[src/rtl/dmem_arbiter_if.sv]
// Requester-side and memory-side bus of the data-memory arbiter.
// The arbiter uses the slave modport; the bench (requesters plus memory model) uses master.
interface dmem_arbiter_if;
  logic [1:0]  req;
  logic [1:0]  we;
  logic [3:0]  size;
  logic [63:0] addr;
  logic [63:0] wdata;
  logic [1:0]  gnt;
  logic [1:0]  rvalid;
  logic [31:0] rdata;
  logic        err;
  logic [3:0]  dmem_we;
  logic [31:0] dmem_a;
  logic [31:0] dmem_wd;
  logic [31:0] dmem_rd;

  modport master (
    output req, we, size, addr, wdata, dmem_rd,
    input  gnt, rvalid, rdata, err, dmem_we, dmem_a, dmem_wd
  );

  modport slave (
    input  req, we, size, addr, wdata, dmem_rd,
    output gnt, rvalid, rdata, err, dmem_we, dmem_a, dmem_wd
  );
endinterface

[src/rtl/dmem_arbiter.sv]
// Two-requester data-memory arbiter: IDLE -> ACCESS -> RESP, one access per two cycles.
// Define DMEM_ARB_RR_EN for round-robin tie breaking; default is fixed priority (requester 0).
module dmem_arbiter #(
  parameter int DEPTH_WORDS = 64
) (
  input  logic           clk,
  input  logic           reset_n,
  dmem_arbiter_if.slave  bus
);

  typedef enum logic [1:0] {
    IDLE   = 2'd0,
    ACCESS = 2'd1,
    RESP   = 2'd2
  } state_e;

  localparam logic [31:0] DEPTH_LIM = 32'(DEPTH_WORDS);

  state_e      state_q, state_d;
  logic        win_q, win_d;
  logic        err_pend_q, err_pend_d;
  logic [1:0]  gnt_q, gnt_d;
  logic [1:0]  rvalid_q, rvalid_d;
  logic [31:0] rdata_q, rdata_d;
  logic        err_q, err_d;
  logic [3:0]  dmem_we_q, dmem_we_d;
  logic [31:0] dmem_a_q, dmem_a_d;
  logic [31:0] dmem_wd_q, dmem_wd_d;

  logic        win_s;
  logic        sel_we_s;
  logic [1:0]  sel_size_s;
  logic [31:0] sel_addr_s;
  logic [31:0] sel_wdata_s;
  logic        sel_err_s;

  function automatic logic access_err(input logic [1:0] sz, input logic [31:0] a);
    logic bad;
    case (sz)
      2'b00:   bad = 1'b0;
      2'b01:   bad = a[0];
      2'b10:   bad = (a[1:0] != 2'b00);
      default: bad = 1'b1;
    endcase
    return bad | ({2'b00, a[31:2]} >= DEPTH_LIM);
  endfunction

  function automatic logic [3:0] write_lanes(input logic [1:0] sz);
    logic [3:0] lanes;
    case (sz)
      2'b00:   lanes = 4'b0001;
      2'b01:   lanes = 4'b0011;
      2'b10:   lanes = 4'b1111;
      default: lanes = 4'b0000;
    endcase
    return lanes;
  endfunction

`ifdef DMEM_ARB_RR_EN
  logic last_q, last_d;
  // On a tie the requester not granted last time wins.
  assign win_s = (bus.req == 2'b11) ? ~last_q : bus.req[1];
`else
  assign win_s = ~bus.req[0];
`endif

  assign sel_we_s    = bus.we[win_s];
  assign sel_size_s  = win_s ? bus.size[3:2]    : bus.size[1:0];
  assign sel_addr_s  = win_s ? bus.addr[63:32]  : bus.addr[31:0];
  assign sel_wdata_s = win_s ? bus.wdata[63:32] : bus.wdata[31:0];
  assign sel_err_s   = access_err(sel_size_s, sel_addr_s);

  // Next-state and next-output logic; all outputs default to their idle values.
  always_comb begin
    state_d    = state_q;
    win_d      = win_q;
    err_pend_d = err_pend_q;
    gnt_d      = 2'b00;
    rvalid_d   = 2'b00;
    rdata_d    = 32'h0000_0000;
    err_d      = 1'b0;
    dmem_we_d  = 4'b0000;
    dmem_a_d   = 32'h0000_0000;
    dmem_wd_d  = 32'h0000_0000;
`ifdef DMEM_ARB_RR_EN
    last_d     = last_q;
`endif
    case (state_q)
      IDLE, RESP: begin
        if (|bus.req) begin
          // Latching here commits the access; it completes even if req drops.
          state_d        = ACCESS;
          win_d          = win_s;
          err_pend_d     = sel_err_s;
          gnt_d[win_s]   = 1'b1;
          dmem_a_d       = sel_addr_s;
          dmem_wd_d      = sel_wdata_s;
          dmem_we_d      = (sel_we_s && !sel_err_s) ? write_lanes(sel_size_s) : 4'b0000;
`ifdef DMEM_ARB_RR_EN
          last_d         = win_s;
`endif
        end else begin
          state_d = IDLE;
        end
      end
      ACCESS: begin
        state_d         = RESP;
        rvalid_d[win_q] = 1'b1;
        rdata_d         = err_pend_q ? 32'h0000_0000 : bus.dmem_rd;
        err_d           = err_pend_q;
      end
      default: begin
        state_d = IDLE;
      end
    endcase
  end

  // State and registered outputs; async reset also kills any pending write at once.
  always_ff @(posedge clk or negedge reset_n) begin
    if (!reset_n) begin
      state_q    <= IDLE;
      win_q      <= 1'b0;
      err_pend_q <= 1'b0;
      gnt_q      <= 2'b00;
      rvalid_q   <= 2'b00;
      rdata_q    <= 32'h0000_0000;
      err_q      <= 1'b0;
      dmem_we_q  <= 4'b0000;
      dmem_a_q   <= 32'h0000_0000;
      dmem_wd_q  <= 32'h0000_0000;
`ifdef DMEM_ARB_RR_EN
      last_q     <= 1'b1;
`endif
    end else begin
      state_q    <= state_d;
      win_q      <= win_d;
      err_pend_q <= err_pend_d;
      gnt_q      <= gnt_d;
      rvalid_q   <= rvalid_d;
      rdata_q    <= rdata_d;
      err_q      <= err_d;
      dmem_we_q  <= dmem_we_d;
      dmem_a_q   <= dmem_a_d;
      dmem_wd_q  <= dmem_wd_d;
`ifdef DMEM_ARB_RR_EN
      last_q     <= last_d;
`endif
    end
  end

  assign bus.gnt     = gnt_q;
  assign bus.rvalid  = rvalid_q;
  assign bus.rdata   = rdata_q;
  assign bus.err     = err_q;
  assign bus.dmem_we = dmem_we_q;
  assign bus.dmem_a  = dmem_a_q;
  assign bus.dmem_wd = dmem_wd_q;

endmodule

[src/flat_wrapper.sv]
// flat-port wrapper written by rule: the top's interface ports become plain ports
module dmem_arbiter_flat 
#(
  parameter int DEPTH_WORDS = 64
)
  (clk, reset_n, bus_req, bus_we, bus_size, bus_addr, bus_wdata, bus_dmem_rd, bus_gnt, bus_rvalid, bus_rdata, bus_err, bus_dmem_we, bus_dmem_a, bus_dmem_wd);
  dmem_arbiter_if bus_i ();
  input  logic clk;
  input  logic reset_n;
  input wire logic [$bits(bus_i.req)-1:0] bus_req;
  input wire logic [$bits(bus_i.we)-1:0] bus_we;
  input wire logic [$bits(bus_i.size)-1:0] bus_size;
  input wire logic [$bits(bus_i.addr)-1:0] bus_addr;
  input wire logic [$bits(bus_i.wdata)-1:0] bus_wdata;
  input wire logic [$bits(bus_i.dmem_rd)-1:0] bus_dmem_rd;
  output wire logic [$bits(bus_i.gnt)-1:0] bus_gnt;
  output wire logic [$bits(bus_i.rvalid)-1:0] bus_rvalid;
  output wire logic [$bits(bus_i.rdata)-1:0] bus_rdata;
  output wire logic [$bits(bus_i.err)-1:0] bus_err;
  output wire logic [$bits(bus_i.dmem_we)-1:0] bus_dmem_we;
  output wire logic [$bits(bus_i.dmem_a)-1:0] bus_dmem_a;
  output wire logic [$bits(bus_i.dmem_wd)-1:0] bus_dmem_wd;
  assign bus_i.req = bus_req;
  assign bus_i.we = bus_we;
  assign bus_i.size = bus_size;
  assign bus_i.addr = bus_addr;
  assign bus_i.wdata = bus_wdata;
  assign bus_i.dmem_rd = bus_dmem_rd;
  assign bus_gnt = bus_i.gnt;
  assign bus_rvalid = bus_i.rvalid;
  assign bus_rdata = bus_i.rdata;
  assign bus_err = bus_i.err;
  assign bus_dmem_we = bus_i.dmem_we;
  assign bus_dmem_a = bus_i.dmem_a;
  assign bus_dmem_wd = bus_i.dmem_wd;
  dmem_arbiter #(.DEPTH_WORDS(DEPTH_WORDS)) u_core (.clk(clk), .reset_n(reset_n), .bus(bus_i));
endmodule
[config.mk]
export PLATFORM = sky130hd
export DESIGN_NAME = dmem_arbiter_flat
export DESIGN_NICKNAME = d
export VERILOG_FILES = /design/src/rtl/dmem_arbiter_if.sv /design/src/rtl/dmem_arbiter.sv /design/src/flat_wrapper.sv
export SDC_FILE = /design/constraint.sdc
export NUM_CORES = 1
export LEC_CHECK = 0
export CAP_MARGIN = 20
export CORE_ASPECT_RATIO = 1.2
export CORE_MARGIN = 4
export CORE_UTILIZATION = 36
export DETAILED_ROUTE_END_ITERATION = 10
export PLACE_DENSITY = 0.81
export REMOVE_ABC_BUFFERS = 1
export SETUP_SLACK_MARGIN = 0.1
export SLEW_MARGIN = 0
export SYNTH_ARGS = -nofsm -noshare
export SYNTH_HDL_FRONTEND = slang
export SYNTH_SLANG_ARGS = --single-unit
[constraint.sdc]
create_clock -name clk -period 1.6 [get_ports clk]
set_input_delay 0.32 -clock clk [delete_from_list [all_inputs] [get_ports clk]]
set_output_delay 0.32 -clock clk [all_outputs]
set_load 0.01 [all_outputs]
==> run metrics, run 1 <==
hold slack=0.2972 ns; internal power=4.719 mW; fraction of registers with async set/reset=1.000; first-pass GRT wire length=just over 20000 um; Antenna diodes=0; CP cell instances=clkbuf_4, buf_4, mux2_4, a211oi_4, nand4_4, nor4_4; Gate power share=0.197; Switching Fraction=0.2497; Setup crit start kind=input port; wire length per cell=18.18 um; IO buf count=274; post-route setup TNS=0 ns; CTS tree=built; H-tree levels=3; clk buf depth=2; worst-skew pair later-pin latency=0.34 ns; status=complete, no violations; Slew @ Worst Pin=0.6107 ns; Overflow after GRT=0; #FFs+latches synth=108; max incr delay on CP=about 0.32 ns; met1 Use GR=0.2179; Post-synth EDFFs=0; CTS sink count=108; Post-Syn Area=around 4100 um2; vias per cell=4.828; Final Skew=0.006428 ns; post-route DRC violation count=0; GPL Wtd Cong=0.8226; Critical Path AT=1.71 ns; Hold Path Depth=3; clk root buf=clkbuf_16; Layout Area Growth over Synthesis=83.50%; Setup violations, final=0; DRT antenna net count=0; Iter 0 DRT Violations=142; Final Hold Viols=0; syn_area_per_cell=13.35 um2; Nets=768; Clock power frac=0.337; GRT busiest layer=met2; leakage power=3.953 nW; HPWL Detailed=10270 um; PwrDens=roughly 840 nW/um2; Die H=approximately 120 um; VDD IR-drop max=about 0.65 mV; Worst-path clk slew=0.07 ns; Post-Route WL=13290 um; core area=11040 um2; GR Util met2=0.3600; FF-to-FF End=u_core.bus.dmem_we[2]$_DFF_PN0_; slowest CP cell=mux2_4; max-cap viol count=0; Sw Pwr=1.571 mW; GRT Total Usage=0.1992; die width=between 100 and 150 um; Reg power frac=0.466; pin count of the biggest net entering global routing=37; Slew Limit Fails=0; initial core utilization=0.3690; first-pass iteration count of the detailed router=4; Cell variety after synth=26; Max FO, Critical Path=5; hold crit path type=input port to flop; CTS buffer count=9; Reg2Reg Depth=4; Row Count=42; share of cells above drive strength 1=0.1052; Worst R2R Setup Slack=0.17 ns; Worst Setup End Kind=flop; detailed-route via count=3529; vias in the first global route=3861; Worst EP required=around 1.8 ns; Yosys Warn Count=0; RSZ-0062 raised after global routing=no; Peak Freq=0.6781 GHz; Worst Hold End=u_core.bus.dmem_a[26]$_DFF_PN0_; I/O pins=275; Final period util=0.9216; HP Start=bus_addr[58]; initial antenna violation count=0; CP Class=input port to flop; met3 Resource Use GR=0.06428; worst r2r src=u_core.state_q[0]$_DFF_PN0_; register area share after synthesis=0.6636; fin crit period=1.475 ns; dominant synthesized flop cell=dfrtp_1; cells after synthesis=305; Max-slew headroom=0.5812; Die ar.=around 13000 um2
==> cell type report <==
class,instances,area (um2)
clock buffers,11,242.7
flip-flops and latches,108,2703
fillers,857,3562
multi-input cells,172,1426
well taps,132,165.2
inverters,6,22.52
repair buffers,297,2869
clock inverters,5,45.04
==> critical path: cells and delay by family <==
family / cells / cell delay [ns]
and+or+nand+nor: 2 / 0.47
AOI/OAI and AO/OA: 1 / 0.28
buffers and inverters: 2 / 0.32
muxes: 1 / 0.32
==> timing repair <==
item	4_1_cts	5_1_grt
endpoints found under the hold margin	21	0
buffers inserted	1	0
endpoints found under the setup margin	109	4
cloned	0	0
pin swaps	7	19
gates resized for setup	124	38
hold buffers	1	0
==> registers in the layout, indices dropped and copies added, names as in the netlist <==
name                count
u_core.bus.dmem_a      32
u_core.bus.dmem_wd     32
u_core.bus.dmem_we      3
u_core.bus.err          1
u_core.bus.gnt          2
u_core.bus.rdata       32
u_core.bus.rvalid       2
u_core.err_pend_q       1
u_core.state_q          2
u_core.win_q            1
==> cells in the final DEF (no fill, tap or decap), types with 4 or more instances in the layout <==
cell               n
dlygate4sd2_1    113
and2_1            34
clkbuf_16          9
nor4_2             9
mux2i_1           33
a22o_1            34
dlymetal6s2s_1    19
buf_12             4
nor2_1            36
clkdlybuf4s50_1  138
dfrtp_1          108
buf_4             19
inv_1              5
==> synth_stat cells, types with 2 or more instances <==
cell type,count,area (um2)
mux2i_1,34,340.3
and2_1,34,212.7
a22o_1,34,297.8
buf_2,4,20.02
nor2_1,36,135.1
nand4_1,2,12.51
nor2b_1,2,12.51
dfrtp_1,108,2703
nor4_1,12,75.07
clkbuf_1,13,48.80
inv_1,6,22.52
nor3_1,3,15.01
ha_1,4,50.05
==> metal layers <==
| layer | share of wire | vias to the layer above |
|---|---|---|
| li1 | - | 1628 |
| met1 | 0.35 | 1687 |
| met2 | 0.53 | 181 |
| met3 | 0.083 | 33 |
| met4 | 0.030 | 0 |
| met5 | 0 | - |
==> through the flow <==
stage	area, um2	utilization	power, mW	setup WS [ns]	instances
2_1_floorplan	3985	-	3.326	-0.4526	286
3_3_place_gp	7106	0.6439	4.282	-0.3614	713
3_5_place_dp	7106	0.6439	4.315	-0.4313	713
4_1_cts	7321	0.6634	6.337	0.09247	731
5_1_grt	7473	0.6772	6.572	0.07629	731
6_report	7473	0.6772	6.290	0.1254	731
==> power by group through the flow <==
| stage | clock (mW) | sequential (mW) | combinational (mW) |
|---|---|---|---|
| detailed placement | 0 | 2.99 | 1.32 |
| finish | 2.12 | 2.93 | 1.24 |
| CTS | 2.18 | 2.93 | 1.22 |
| global placement | 0 | 2.99 | 1.29 |
| floorplan | 0 | 3.08 | 0.246 |
| global route | 2.29 | 2.95 | 1.34 |
==> cell families after synthesis <==
group	after synthesis	share of synthesized area
compound gates	39	0.08356
buf+inv	25	0.02704
mux	36	0.09001
fa+ha+maj	4	0.01229
flops	108	0.6636
simple gates	93	0.1235
==> worst max-delay path by stage <==
| stage | from | end | slack, ns | cells after the start |
|---|---|---|---|---|
| detailed placement | bus_addr[11] | u_core.bus.dmem_we[2]$_DFF_PN0_ | -0.43 | 6 |
| CTS | bus_addr[25] | u_core.bus.dmem_we[1]$_DFF_PN0_ | 0.09 | 5 |
| global placement | bus_addr[11] | u_core.bus.dmem_we[1]$_DFF_PN0_ | -0.36 | 6 |
| finish | bus_req[0] | u_core.bus.dmem_we[2]$_DFF_PN0_ | 0.13 | 6 |
| floorplan | bus_req[0] | u_core.err_pend_q$_DFFE_PN0P_ | -0.45 | 3 |
| global route | bus_req[0] | u_core.bus.dmem_we[2]$_DFF_PN0_ | 0.08 | 6 |
No activity file was read; power rests on OpenSTA's default activity.
==> run 2: changes to the inputs <==
--- a/config.mk
+++ b/config.mk
@@ -10,7 +10,7 @@
 export CORE_MARGIN = 4
 export CORE_UTILIZATION = 36
 export DETAILED_ROUTE_END_ITERATION = 10
-export PLACE_DENSITY = 0.81
+export PLACE_DENSITY = 0.85
 export REMOVE_ABC_BUFFERS = 1
 export SETUP_SLACK_MARGIN = 0.1
 export SLEW_MARGIN = 0
==> run 2 against run 1 <==
  * Sequential share of layout area is 0.21 points higher
  * Final cell count is 0.14% higher
  * Global-route usage is 0.13 points lower
  * Clock skew is 0.0053 ns higher
  * Register-to-register slack better by 0.11 ns
  * Core utilization is 0.40 points lower
  * Combinational power hardly changed
  * Largest power group unchanged
==> run metrics, run 2 (synthesis results as in run 1) <==
Peak Freq=0.6752 GHz (-0.43%); Reg2Reg Depth=4 (unchanged); Worst-path clk slew=0.07 ns (about the same); CP Class=input port to flop; IO buf count=274 (unchanged); detailed-route via count=3541 (+0.34%); GPL Wtd Cong=0.8142 (-1.0%); Die H=124.5 um (unchanged); Row Count=42 (unchanged); Overflow after GRT=0 (unchanged); Setup violations, final=0 (unchanged); delay-heaviest family, CP=simple AND/OR/NAND/NOR gates; Crit path depth=5 (-1); leakage power=3.900 nW (-1.3%); CP startpoint=bus_addr[60]; hold crit path type=input port to flop; Slew Limit Fails=0 (unchanged); Nets=769 (+0.13%); CP cell instances=clkdlybuf4s50_1, nor4_2, nand4_1, mux2_4, nor4_4; HP Start=bus_addr[43]; Max-slew headroom=0.6133 (+0.03211); initial core utilization=0.3690 (unchanged); Hold Path Depth=3 (unchanged); CP bufs+invs=1 (-1); Final Skew=0.01176 ns (+0.005328 ns); CTS buffer count=9 (unchanged); worst-skew pair later-pin latency=0.34 ns (about the same); Critical Path AT=1.72 ns (about the same); Post-Route WL=13170 um (-0.89%); RSZ-0062 raised after global routing=yes; clk root buf=clkbuf_16; wire length per cell=18.00 um (-1.0%); max-cap viol count=0 (unchanged); Slew @ Worst Pin=0.5639 ns (-0.04682 ns); die width=105.1 um (unchanged); register area=2703 um2 (unchanged); status=complete, no violations; fin crit period=1.481 ns (+0.006434 ns); Multi-input gate area=1411 um2 (-1.1%); clk buf depth=2 (unchanged); postcts setup bufs=0 (-1); core area=11040 um2 (unchanged); Antenna diodes=0 (unchanged); worst r2r src=u_core.state_q[0]$_DFF_PN0_; PwrDens=843.2 nW/um2 (+0.18%); Final period util=0.9257 (+0.004021); Layout Area Growth over Synthesis=82.43%; commonest non-fill, non-tap cell in the layout=clkdlybuf4s50_1; Place WS=-0.4515 ns (-0.02022 ns); hold slack=0.2858 ns (-0.01139 ns); most frequent cells in the layout=clkdlybuf4s50_1, dlygate4sd2_1, dfrtp_1, nor2_1; HPWL Detailed=10340 um (+0.68%); Iter 0 DRT Violations=74 (-48%); Setup crit start kind=input port; pin count of the biggest net entering global routing=43 (+16%); VDD IR-drop max=0.7939 mV (+22%); initial antenna violation count=0 (unchanged); power consumption=6.265 mW (-0.40%); I/O pins=275 (unchanged); max incr delay on CP=0.44 ns (+0.12 ns); post-route setup TNS=0 ns (unchanged); fillers=831 (-3.0%); share of cells above drive strength 1=0.1067 (+0.001491); CTS sink count=108 (unchanged); vias in the first global route=3884 (+0.60%); Final Worst Setup Slack=0.1189 ns (-0.006434 ns); slowest CP cell=clkdlybuf4s50_1; Worst EP required=1.84 ns (about the same); vias per cell=4.837 (+0.20%); Max FO, Critical Path=4 (-1); CTS tree=built; H-tree levels=3 (unchanged); DRT antenna net count=0 (unchanged); GRT Total Usage=0.1979 (-0.001280); post-route DRC violation count=0 (unchanged); first-pass GRT wire length=20360 um (-0.37%); Die ar.=13090 um2 (unchanged); Worst Setup End Kind=flop; first-pass iteration count of the detailed router=4 (unchanged); Final Hold Viols=0 (unchanged)
[run 2: changes by cell type in the layout (fill, tap and decap cells not counted), sizes merged, moves of 2 or more]
cell           previous run  this run
buf                      23        25
clkdlybuf4s50           138       135
dlygate4sd2             113       121
dlymetal6s2s             19        12
[run 2: worst min-delay path: stages]
cell,delay (ns)
clkbuf_2,0.11
mux2i_1,0.07
nor2_1,0.08
[run 2: worst paths after layout]
path                                                         end  slack, ns
worst max register to register     u_core.err_pend_q$_DFFE_PN0P_       0.28
min in group asynchronous         u_core.bus.rdata[24]$_DFF_PN0_       0.47
worst min-delay path             u_core.bus.dmem_a[11]$_DFF_PN0_       0.29
max in group asynchronous       u_core.bus.dmem_wd[29]$_DFF_PN0_       0.54
worst max-delay path             u_core.bus.dmem_we[1]$_DFF_PN0_       0.12
worst min register to register    u_core.bus.rvalid[0]$_DFF_PN0_       0.46
[run 2: what timing repair did]
| item | CTS | global route |
|---|---|---|
| endpoints found under the setup margin | 109 | 4 |
| hold buffers | 1 | 0 |
| pin swaps | 13 | 16 |
| hold endpoints to repair | 30 | 0 |
| resized for setup | 138 | 26 |
[run 2: cell type report]
class                   count  share of cell area
repair buffers            298              0.3825
multi-input cells         172              0.1900
well taps                 132             0.02223
flip-flops and latches    108              0.3638
inverters                   6            0.003031
clock buffers              11             0.03267
clock inverters             5            0.005894
[run 2: routing by layer]
metal	up-vias	track usage	routed length (um)
met1	1682	0.2129	4768
met5	-	0	0
met3	38	0.06221	1029
met4	0	0.07799	477
li1	1630	-	-
met2	191	0.3578	6899
[run 2: per-stage QoR]
step,util,instance area [um2],instances
after floorplan,-,3985,286
after global placement,0.6452,7121,715
after detailed placement,0.6452,7121,715
after CTS,0.6646,7335,732
after global routing,0.6732,7430,732
final,0.6732,7430,732
[run 2: where the power goes]
group	internal [mW]	total (mW)	switching, mW
Combinational	0.697	1.22	0.524
Clock	1.12	2.11	0.990
Sequential	2.89	2.93	0.0433
==> run 3: changes to the inputs <==
==> constraint.sdc (replaced) <==
create_clock -name clk -period 1.5 [get_ports clk]
set_input_delay 0.375 -clock clk [delete_from_list [all_inputs] [get_ports clk]]
set_output_delay 0.375 -clock clk [all_outputs]
set_load 0.01 [all_outputs]
==> run 3 against run 2 <==
  * Worst setup slack got worse by 0.042 ns
  * Critical endpoint unchanged
  * Sequential share of layout area decreased by 0.24 points
  * Count of clock-buffer cells in the layout is 1 lower
  * Critical path depth rose by 3
  * Design area rose by 0.66%
  * Via count decreased by 0.99%
  * First-iteration DRC count is 72% higher
  * Highest routed layer unchanged
  * Power up 6.7%
  * Combinational power up 7%
  * Core utilization up 0.44 points
==> run metrics, run 3 (synthesis results as in run 1) <==
Final period util=0.9489; Non-Filler Instances=731 (-0.14%); H-tree levels=3 (unchanged); Reg power frac=0.469 (about the same); Slew Limit Fails=0 (unchanged); GPL Wtd Cong=0.8146 (about the same); CP cell instances=buf_12, mux2i_4, inv_2, ha_4, a211oi_4, nand4_4, buf_6, nor4_4; Final Hold Viols=0 (unchanged); worst-skew pair later-pin latency=0.35 ns (about the same); Antenna diodes=0 (unchanged); hold slack=0.05418 ns (-0.2316 ns); VDD IR-drop max=0.7194 mV (-9.4%); IO buf count=274 (unchanged); HPWL Detailed=10430 um (+0.91%); Iter 0 DRT Violations=127 (+72%); I/O pins=275 (unchanged); Reg2Reg Depth=5 (+1); clk buf depth=2 (unchanged); CTS tree=built; Worst EP required=1.74 ns (-0.10 ns); Final Skew=0.01030 ns (-0.001454 ns); Worst-path clk slew=0.08 ns (about the same); Slew @ Worst Pin=0.6044 ns (+0.04054 ns); fin crit period=between 1 and 1.5 ns; Clock power frac=0.335 (-0.002); DRT antenna net count=0 (unchanged); RSZ-0062 raised after global routing=yes; Peak Freq=0.7025 GHz; Layout Area Growth over Synthesis=83.63%; initial core utilization=0.3690 (unchanged); wire length per cell=18.43 um (+2.4%); vias in the first global route=3912 (+0.72%); most frequent cells in the layout=clkdlybuf4s50_1, dfrtp_1, dlygate4sd2_1, clkdlybuf4s15_1, nor2_1; Nets=769 (unchanged); CP Class=input port to flop; status=complete, no violations; Worst Setup End Kind=flop; Row Count=42 (unchanged); Overflow after GRT=0 (unchanged); hold crit path type=input port to async pin; initial antenna violation count=0 (unchanged); Setup crit start kind=input port; post-route DRC violation count=0 (unchanged); detailed-route via count=3506 (-0.99%); commonest non-fill, non-tap cell in the layout=clkdlybuf4s50_1; clk root buf=clkbuf_16; leakage power=3.784 nW (-3.0%); post-route core utilization=0.6777 (+0.004421); first-pass GRT wire length=21120 um (+3.8%); Sw Pwr=1.669 mW (+7.2%); core area=11040 um2 (unchanged); Gate power share=0.196 (about the same); Max-slew headroom=0.5855 (-0.02780); Die H=124.5 um (unchanged); max-cap viol count=0 (unchanged); Place WS=-0.6321 ns (-0.1806 ns); vias per cell=4.796 (-0.85%); Setup violations, final=0 (unchanged); Die ar.=13090 um2 (unchanged); first-pass iteration count of the detailed router=4 (unchanged); PwrDens=894.1 nW/um2 (+6.0%); Post-Route WL=13470 um (+2.3%); internal power=5.017 mW (+6.6%); slowest CP cell=a211oi_4; CTS buffer count=9 (unchanged); die width=105.1 um (unchanged); Cell Count Post-Placement=714 (-0.14%); Final Worst Setup Slack=0.07661 ns (-0.04234 ns); Switching Fraction=0.2496 (+0.0009932); max incr delay on CP=0.25 ns (-0.19 ns); share of cells above drive strength 1=0.1302 (+0.02355); GRT Total Usage=0.2059 (+0.007948); CTS sink count=108 (unchanged); Critical Path AT=1.66 ns (-0.06 ns); pin count of the biggest net entering global routing=109 (+150%); Post-CTS Hold Fix Bufs=0 (-1); Max FO, Critical Path=4 (unchanged)
==> run 3: area by class of cell <==
| cell class | instances | area (um2) |
|---|---|---|
| multi-input combinational | 172 | 1469 |
| inverter | 6 | 22.52 |
| clock buffer | 10 | 239.0 |
| sequential | 108 | 2703 |
| fill | 849 | 3557 |
| clock inverter | 5 | 46.29 |
| tap | 132 | 165.2 |
| timing repair buffer | 298 | 2834 |
==> run 3: what timing repair did <==
item	CTS	global route
setup endpoints to repair	109	47
resized for setup	196	55
pin swaps	21	11
buffers inserted	2	0
==> run 3: path summary, 6_finish.rpt <==
| check | startpoint | end | slack, ns |
|---|---|---|---|
| min in group clk | bus_addr[40] | u_core.bus.dmem_a[8]$_DFF_PN0_ | 0.32 |
| min reg2reg | u_core.win_q$_DFFE_PN0P_ | u_core.bus.rvalid[0]$_DFF_PN0_ | 0.46 |
| min | reset_n | u_core.bus.rdata[19]$_DFF_PN0_ | 0.05 |
| max | bus_req[0] | u_core.bus.dmem_we[1]$_DFF_PN0_ | 0.08 |
| max in group asynchronous | reset_n | u_core.bus.dmem_a[5]$_DFF_PN0_ | 0.96 |
| max reg2reg | u_core.state_q[0]$_DFF_PN0_ | u_core.bus.dmem_we[1]$_DFF_PN0_ | 0.12 |
==> run 3: layer usage <==
| metal | up-vias | GRT usage | share of wire |
|---|---|---|---|
| li1 | 1636 | - | - |
| met1 | 1677 | 0.2174 | 0.35 |
| met2 | 168 | 0.3872 | 0.55 |
| met3 | 25 | 0.06221 | 0.078 |
| met4 | 0 | 0.06332 | 0.023 |
| met5 | - | 0 | 0 |
==> run 3: per-stage QoR <==
step	power (mW)	instance area (um2)	TNS (ns)
detailed placement	4.603	7101	-9.811
CTS	6.737	7395	0
finish	6.686	7478	0
floorplan	3.548	3985	-29.31
global route	6.977	7478	0
global placement	4.567	7101	-8.774
==> run 3: power by group through the flow <==
stage,Clock [mW],Combinational (mW),Sequential [mW]
floorplan,0,0.262,3.29
global placement,0,1.38,3.19
detailed placement,0,1.41,3.20
CTS,2.29,1.31,3.13
global route,2.41,1.41,3.15
finish,2.24,1.31,3.13
==> run 3: critical path, delay by kind of cell <==
kind                     cells  cell delay (ns)
AO/OA/AOI/OAI                1             0.25
multiplexers                 1             0.23
AND/OR/NAND/NOR              2             0.30
adder cells (fa/ha/maj)      1             0.17
buffers and inverters        3             0.34
